`src/rtl/mm_stream_ctrl.sv`:
```
// mm_stream_ctrl: AXI-Stream front/back end for the mm_new matrix engine.
//   Loads A (M x N) then B (N x P) row-major from the slave stream into the
//   A/B RAM write ports, drives the engine Start/Done handshake, then reads
//   the M x P result RAM and emits it on the master stream with TLAST on the
//   final word.
// Ports:
//   clk, resetn            - clock, asynchronous active-low reset
//   S_AXIS_*               - input stream (TLAST ignored, upper TDATA dropped)
//   M_AXIS_*               - output stream
//   A_write_*, B_write_*   - A/B RAM write ports (one cycle per word)
//   Start / Done           - engine request (level) / completion
//   RES_read_*             - RES RAM read port, 1-cycle read latency
//   compute_cycles         - engine run length
// Optional feature: define MM_STREAM_PERF_CNT_EN to build the run-length
// counter behind compute_cycles; otherwise compute_cycles is tied to 0.
module mm_stream_ctrl #(
  parameter int width          = 8,
  parameter int A_depth_bits   = 9,
  parameter int B_depth_bits   = 9,
  parameter int RES_depth_bits = 9,
  parameter int M              = 64,
  parameter int N              = 8,
  parameter int P              = 4,
  parameter int AXIS_WIDTH     = 32
) (
  input  logic                      clk,
  input  logic                      resetn,
  input  logic                      S_AXIS_TVALID,
  output logic                      S_AXIS_TREADY,
  input  logic [AXIS_WIDTH-1:0]     S_AXIS_TDATA,
  input  logic                      S_AXIS_TLAST,
  output logic                      M_AXIS_TVALID,
  input  logic                      M_AXIS_TREADY,
  output logic [AXIS_WIDTH-1:0]     M_AXIS_TDATA,
  output logic                      M_AXIS_TLAST,
  output logic                      A_write_en,
  output logic [A_depth_bits-1:0]   A_write_address,
  output logic [width-1:0]          A_write_data_in,
  output logic                      B_write_en,
  output logic [B_depth_bits-1:0]   B_write_address,
  output logic [width-1:0]          B_write_data_in,
  output logic                      Start,
  input  logic                      Done,
  output logic                      RES_read_en,
  output logic [RES_depth_bits-1:0] RES_read_address,
  input  logic [width-1:0]          RES_read_data_out,
  output logic [31:0]               compute_cycles
);

  localparam logic [31:0] A_LAST = 32'(M * N - 1);
  localparam logic [31:0] B_LAST = 32'(N * P - 1);
  localparam logic [31:0] R_LAST = 32'(M * P - 1);

  localparam logic [2:0] S_IDLE     = 3'd0;
  localparam logic [2:0] S_RECV_A   = 3'd1;
  localparam logic [2:0] S_RECV_B   = 3'd2;
  localparam logic [2:0] S_RUN      = 3'd3;
  localparam logic [2:0] S_DRAIN    = 3'd4;
  localparam logic [2:0] S_RD_ISSUE = 3'd5;
  localparam logic [2:0] S_RD_WAIT  = 3'd6;
  localparam logic [2:0] S_SEND     = 3'd7;

  logic [2:0]                r_state;
  logic [31:0]               r_cnt;
  logic                      r_tready;
  logic                      r_tvalid;
  logic [AXIS_WIDTH-1:0]     r_tdata;
  logic                      r_tlast;
  logic                      r_a_we;
  logic [A_depth_bits-1:0]   r_a_addr;
  logic [width-1:0]          r_a_data;
  logic                      r_b_we;
  logic [B_depth_bits-1:0]   r_b_addr;
  logic [width-1:0]          r_b_data;
  logic                      r_start;
  logic                      r_res_re;
  logic [RES_depth_bits-1:0] r_res_addr;

  logic [31:0] w_cnt_nxt;
  logic        w_b_last;
  logic        w_unused;

  assign w_cnt_nxt = r_cnt + 32'd1;
  // Final B handshake: the cycle that commits the move into RUN.
  assign w_b_last  = (r_state == S_RECV_B) && S_AXIS_TVALID && (r_cnt == B_LAST);
  // Frame length is fixed by parameters, so TLAST and the upper data bits are don't-care.
  assign w_unused  = ^{S_AXIS_TLAST, S_AXIS_TDATA[AXIS_WIDTH-1:width]};

  always_ff @(posedge clk or negedge resetn) begin
    if (!resetn) begin
      r_state    <= S_IDLE;
      r_cnt      <= '0;
      r_tready   <= 1'b0;
      r_tvalid   <= 1'b0;
      r_tdata    <= '0;
      r_tlast    <= 1'b0;
      r_a_we     <= 1'b0;
      r_a_addr   <= '0;
      r_a_data   <= '0;
      r_b_we     <= 1'b0;
      r_b_addr   <= '0;
      r_b_data   <= '0;
      r_start    <= 1'b0;
      r_res_re   <= 1'b0;
      r_res_addr <= '0;
    end else begin
      r_a_we   <= 1'b0;
      r_b_we   <= 1'b0;
      r_res_re <= 1'b0;
      case (r_state)
        S_IDLE: begin
          r_cnt    <= '0;
          r_tready <= 1'b1;
          r_state  <= S_RECV_A;
        end
        S_RECV_A: begin
          if (S_AXIS_TVALID) begin
            r_a_we   <= 1'b1;
            r_a_addr <= r_cnt[A_depth_bits-1:0];
            r_a_data <= S_AXIS_TDATA[width-1:0];
            if (r_cnt == A_LAST) begin
              r_cnt   <= '0;
              r_state <= S_RECV_B;
            end else begin
              r_cnt <= w_cnt_nxt;
            end
          end
        end
        S_RECV_B: begin
          if (S_AXIS_TVALID) begin
            r_b_we   <= 1'b1;
            r_b_addr <= r_cnt[B_depth_bits-1:0];
            r_b_data <= S_AXIS_TDATA[width-1:0];
            if (w_b_last) begin
              r_cnt    <= '0;
              r_tready <= 1'b0;
              r_state  <= S_RUN;
            end else begin
              r_cnt <= w_cnt_nxt;
            end
          end
        end
        S_RUN: begin
          // Start must stay high until Done; dropping it restarts the engine.
          if (Done) begin
            r_start <= 1'b0;
            r_state <= S_DRAIN;
          end else begin
            r_start <= 1'b1;
          end
        end
        S_DRAIN: begin
          // Lets the engine's last RES write (same cycle as Done) land first.
          r_res_re   <= 1'b1;
          r_res_addr <= r_cnt[RES_depth_bits-1:0];
          r_state    <= S_RD_ISSUE;
        end
        S_RD_ISSUE: begin
          r_state <= S_RD_WAIT;
        end
        S_RD_WAIT: begin
          r_tvalid <= 1'b1;
          r_tdata  <= AXIS_WIDTH'(RES_read_data_out);
          r_tlast  <= (r_cnt == R_LAST);
          r_state  <= S_SEND;
        end
        S_SEND: begin
          if (M_AXIS_TREADY) begin
            r_tvalid <= 1'b0;
            r_tlast  <= 1'b0;
            if (r_tlast) begin
              r_state <= S_IDLE;
            end else begin
              r_cnt      <= w_cnt_nxt;
              r_res_re   <= 1'b1;
              r_res_addr <= w_cnt_nxt[RES_depth_bits-1:0];
              r_state    <= S_RD_ISSUE;
            end
          end
        end
        default: r_state <= S_IDLE;
      endcase
    end
  end

`ifdef MM_STREAM_PERF_CNT_EN
  logic [31:0] r_perf;

  // Counts RUN cycles that do not sample Done; holds its value outside RUN.
  always_ff @(posedge clk or negedge resetn) begin
    if (!resetn) begin
      r_perf <= '0;
    end else if (w_b_last) begin
      r_perf <= '0;
    end else if ((r_state == S_RUN) && !Done) begin
      r_perf <= r_perf + 32'd1;
    end
  end

  assign compute_cycles = r_perf;
`else
  assign compute_cycles = '0;
`endif

  assign S_AXIS_TREADY    = r_tready;
  assign M_AXIS_TVALID    = r_tvalid;
  assign M_AXIS_TDATA     = r_tdata;
  assign M_AXIS_TLAST     = r_tlast;
  assign A_write_en       = r_a_we;
  assign A_write_address  = r_a_addr;
  assign A_write_data_in  = r_a_data;
  assign B_write_en       = r_b_we;
  assign B_write_address  = r_b_addr;
  assign B_write_data_in  = r_b_data;
  assign Start            = r_start;
  assign RES_read_en      = r_res_re;
  assign RES_read_address = r_res_addr;

endmodule

```
`config.mk`:
```
export PLATFORM = sky130hd
export DESIGN_NAME = mm_stream_ctrl
export DESIGN_NICKNAME = d
export VERILOG_FILES = /design/src/rtl/mm_stream_ctrl.sv
export SDC_FILE = /design/constraint.sdc
export NUM_CORES = 1
export LEC_CHECK = 0
export BUFFER_PORTS_ARGS = -buffer_cell sky130_fd_sc_hd__buf_4
export CORE_MARGIN = 8
export CORE_UTILIZATION = 55
export CTS_CLUSTER_SIZE = 14
export DETAILED_ROUTE_END_ITERATION = 6
export PLACE_DENSITY = 0.86
export SKIP_CTS_REPAIR_TIMING = 1
export SLEW_MARGIN = 20
export SYNTH_ARGS = -nofsm -noshare
export SYNTH_HDL_FRONTEND = slang
export SYNTH_SLANG_ARGS = --single-unit
export TNS_END_PERCENT = 1
```
`constraint.sdc`:
```
create_clock -name clk -period 3.67 [get_ports clk]
set_input_delay 0 -clock clk [delete_from_list [all_inputs] [get_ports clk]]
set_output_delay 0 -clock clk [all_outputs]
set_load 0.03 [all_outputs]
```
==> flow_summary.yaml <==
outcome:
  run_status: "complete, no violations"
die:
  die_width_um: 110
  ioPinCount: 160
  die_y_um: 110
  fp.coreArea_um2: 8640
  initial_utilization_pct: 56.0
  rows: 34
  dieArea_um2: 12000
layout:
  antenna_cells: 0
  layout_commonest_cell: "dfrtp_1"
  multi_input_area_um2: 2160
  finalInstanceArea_um2: 5640
  drive_above_1_share_pct: 27.4
  syn_to_final_growth_pct: 16.7
  nNetsFinal: 606
  seqCellArea_um2: 2330
  fillers: 650
  layout_common_cells: "dfrtp_1, buf_4, nand2_1"
place:
  portBuffers: 78
  dp_hpwl_um: 7560
  gp_congestion: 0.835
  place_area_um2: 5260
clock_tree:
  worstSkewPairLatency_ps: 380
  cts_tree: "built"
  cts_buffer_depth: 2
  cts_buffers: 9
  clkTransAtPathRegs_ps: 100
  clkSinkCount: 93
  cts_max_level: 3
  cts_root_buf: "clkbuf_8"
critical_path:
  endpoint_kind: "flop"
  cpMostUsedCell: "nand3b_1"
  crit_path_end: "r_cnt[4]$_DFFE_PN0P_"
  slowest_delay_ps: 480
  reg2reg_depth: 9
  cp_slowest_cell: "nor2_4"
  r2r_slack_ps: 870
  r2r-start: "r_state[0]$_DFFE_PN0P_"
  cp.required_ps: 3900
  cp_cell_sequence: "inv_1 > ha_1 > nand3b_1 > buf_4 > nand3b_1 > nor3_2 > o211ai_2 > nor2_4 > o32ai_1"
  worstSetupStartpointType: "flop"
  path_class: "reg -> reg"
  r2r_end: "r_cnt[4]$_DFFE_PN0P_"
  worstSetupStartpoint: "r_state[0]$_DFFE_PN0P_"
  critPathArrivalTime_ps: 3030
  crit_fanout: 21
yosys:
  ys_seq_elements: 93
  netlist_area_um2: 4830
  synth_warnings: 0
  synth_cell_type_count: 57
  syn-instance-count: 462
  synth_area_per_cell_um2: 10.5
  ys_seq_area_share_pct: 48.1
drt:
  dr_total_vias: 3490
  wl_per_cell_um: 15.9
  drt.antenna.violating_nets: 0
  drt_pass1_iterations: 4
  viasPerCell: 5.23
  drc: 0
  wl_um: 10600
  first_iter_violations: 216
global_routing:
  grt_max_degree: 59
  overflow: 0
  grt_antenna_before_repair: 0
  grt_pass1_vias: 3433
  grt.total_usage_pct: 17.3
  grt_pass1_wl_um: 16500
pwr:
  cellPowerDensity_nw_per_um2: 685
  p_leak_nw: 2.71
  vdd_drop_max_uv: 535
timing:
  hold_ws_ps: 178
  fin_tns_setup_ps: 0
  slew_viol_final: 0
  fmax_ghz: 0.357
  skew_ps: 13.7
  tightestPinTransition_ps: 849
  period_needed_ps: 2800
  setup_viol: 0
  finalCritPeriodShare_pct: 76.3
  rsz0062_at_grt: "no"
  hold_violations: 0
  slew_headroom_pct: 43.4
job:
  cap_violations: 0
hold_path:
  hp-class: "in -> reg"
[logic make-up after synthesis]
family,after synthesis,synth area share (%)
buffers and inverters,83,11.5
adder cells (fa/ha/maj),6,1.55
AO/OA/AOI/OAI,55,7.79
XOR/XNOR,26,4.71
other,1,0.0776
AND/OR/NAND/NOR,162,17.9
flip-flops,93,48.1
multiplexers,36,8.33
[metrics by stage]
step | util [%] | total power [mW] | std cells | worst slack (ps)
after floorplan | - | 2.70 | 517 | 1540
after global placement | 60.9 | 3.13 | 632 | 1010
after detailed placement | 60.9 | 3.20 | 632 | 919
after CTS | 63.1 | 3.85 | 648 | 902
after global routing | 65.3 | 4.07 | 667 | 714
final | 65.3 | 3.86 | 667 | 871
[registers in the layout (all words and copies together) (netlist names), 3 cells and up]
signal	cells
r_cnt	32
B_write_address	9
A_write_data_in	8
M_AXIS_TDATA	8
r_state	3
RES_read_address	9
B_write_data_in	8
A_write_address	9
[critical path: cells and delay by family (launching register included)]
family          cells  cell delay [ps]
buf+inv             2              320
flops               1              410
compound gates      2              400
simple gates        4             1140
fa+ha+maj           1              350
[report_power, final]
| part | leakage [nW] | switching [mW] | internal (mW) |
|---|---|---|---|
| logic | 1.38 | 1.19 | 0.619 |
| clock network | 0.0989 | 0.395 | 0.262 |
| registers | 1.23 | 0.156 | 1.24 |
[final cells by class]
type                       count  area share [%]
timing repair buffer          99            14.0
sequential                    93            41.2
clock inverter                 7            1.20
multi-input combinational    341            38.3
clock buffer                   9            2.20
inverter                      10           0.665
tap                          108            2.39
[metal layers]
| metal | vias up | GRT usage (%) | wire [µm] |
|---|---|---|---|
| met5 | - | 0 | 0 |
| met3 | 10 | 4.63 | 895 |
| met4 | 0 | 6.27 | 97 |
| met2 | 113 | 30.6 | 5540 |
| li1 | 1651 | - | - |
| met1 | 1716 | 19.7 | 4050 |
[synth_stat cells, drive strengths merged]
cell,number,share of area (%)
conb,1,0.078
nand4b,1,0.18
nand2b,4,0.67
a21o,1,0.31
nor2,33,2.9
a21oi,6,0.62
mux2,34,7.9
and3,2,0.28
nand4,7,0.91
or3,3,0.39
nor4,9,1.6
ha,6,1.6
xor2,14,2.5
buf,68,10
clkbuf,5,0.39
nand3,12,1.6
nand3b,3,0.47
xnor2,12,2.2
nand2,65,5.3
nor3b,1,0.26
and2,4,0.52
nor2b,2,0.26
o31ai,8,1.3
o211ai,8,1.3
o21a,2,0.31
or2,1,0.13
dfrtp,93,48
inv,9,0.70
mux2i,2,0.41
o32ai,4,1.1
clkinv,1,0.078
nor3,7,0.83
o21ai,25,2.6
a211oi,1,0.16
or4,2,0.39
and4,6,1.2
[worst min path at each step]
stage	endpoint	depth (start not counted)	start	slack [ps]
6_report	r_state[2]$_DFFE_PN0P_	4	S_AXIS_TVALID	180
5_1_grt	r_state[2]$_DFFE_PN0P_	4	S_AXIS_TVALID	190
4_1_cts	A_write_data_in[6]$_DFFE_PN0P_	1	resetn	-290
3_5_place_dp	M_AXIS_TDATA[3]$_DFFE_PN0P_	1	resetn	110
3_3_place_gp	M_AXIS_TDATA[1]$_DFFE_PN0P_	1	resetn	90
2_1_floorplan	A_write_address[0]$_DFFE_PN0P_	0	resetn	-300
Note: power is estimated with default switching activity, not from simulation.
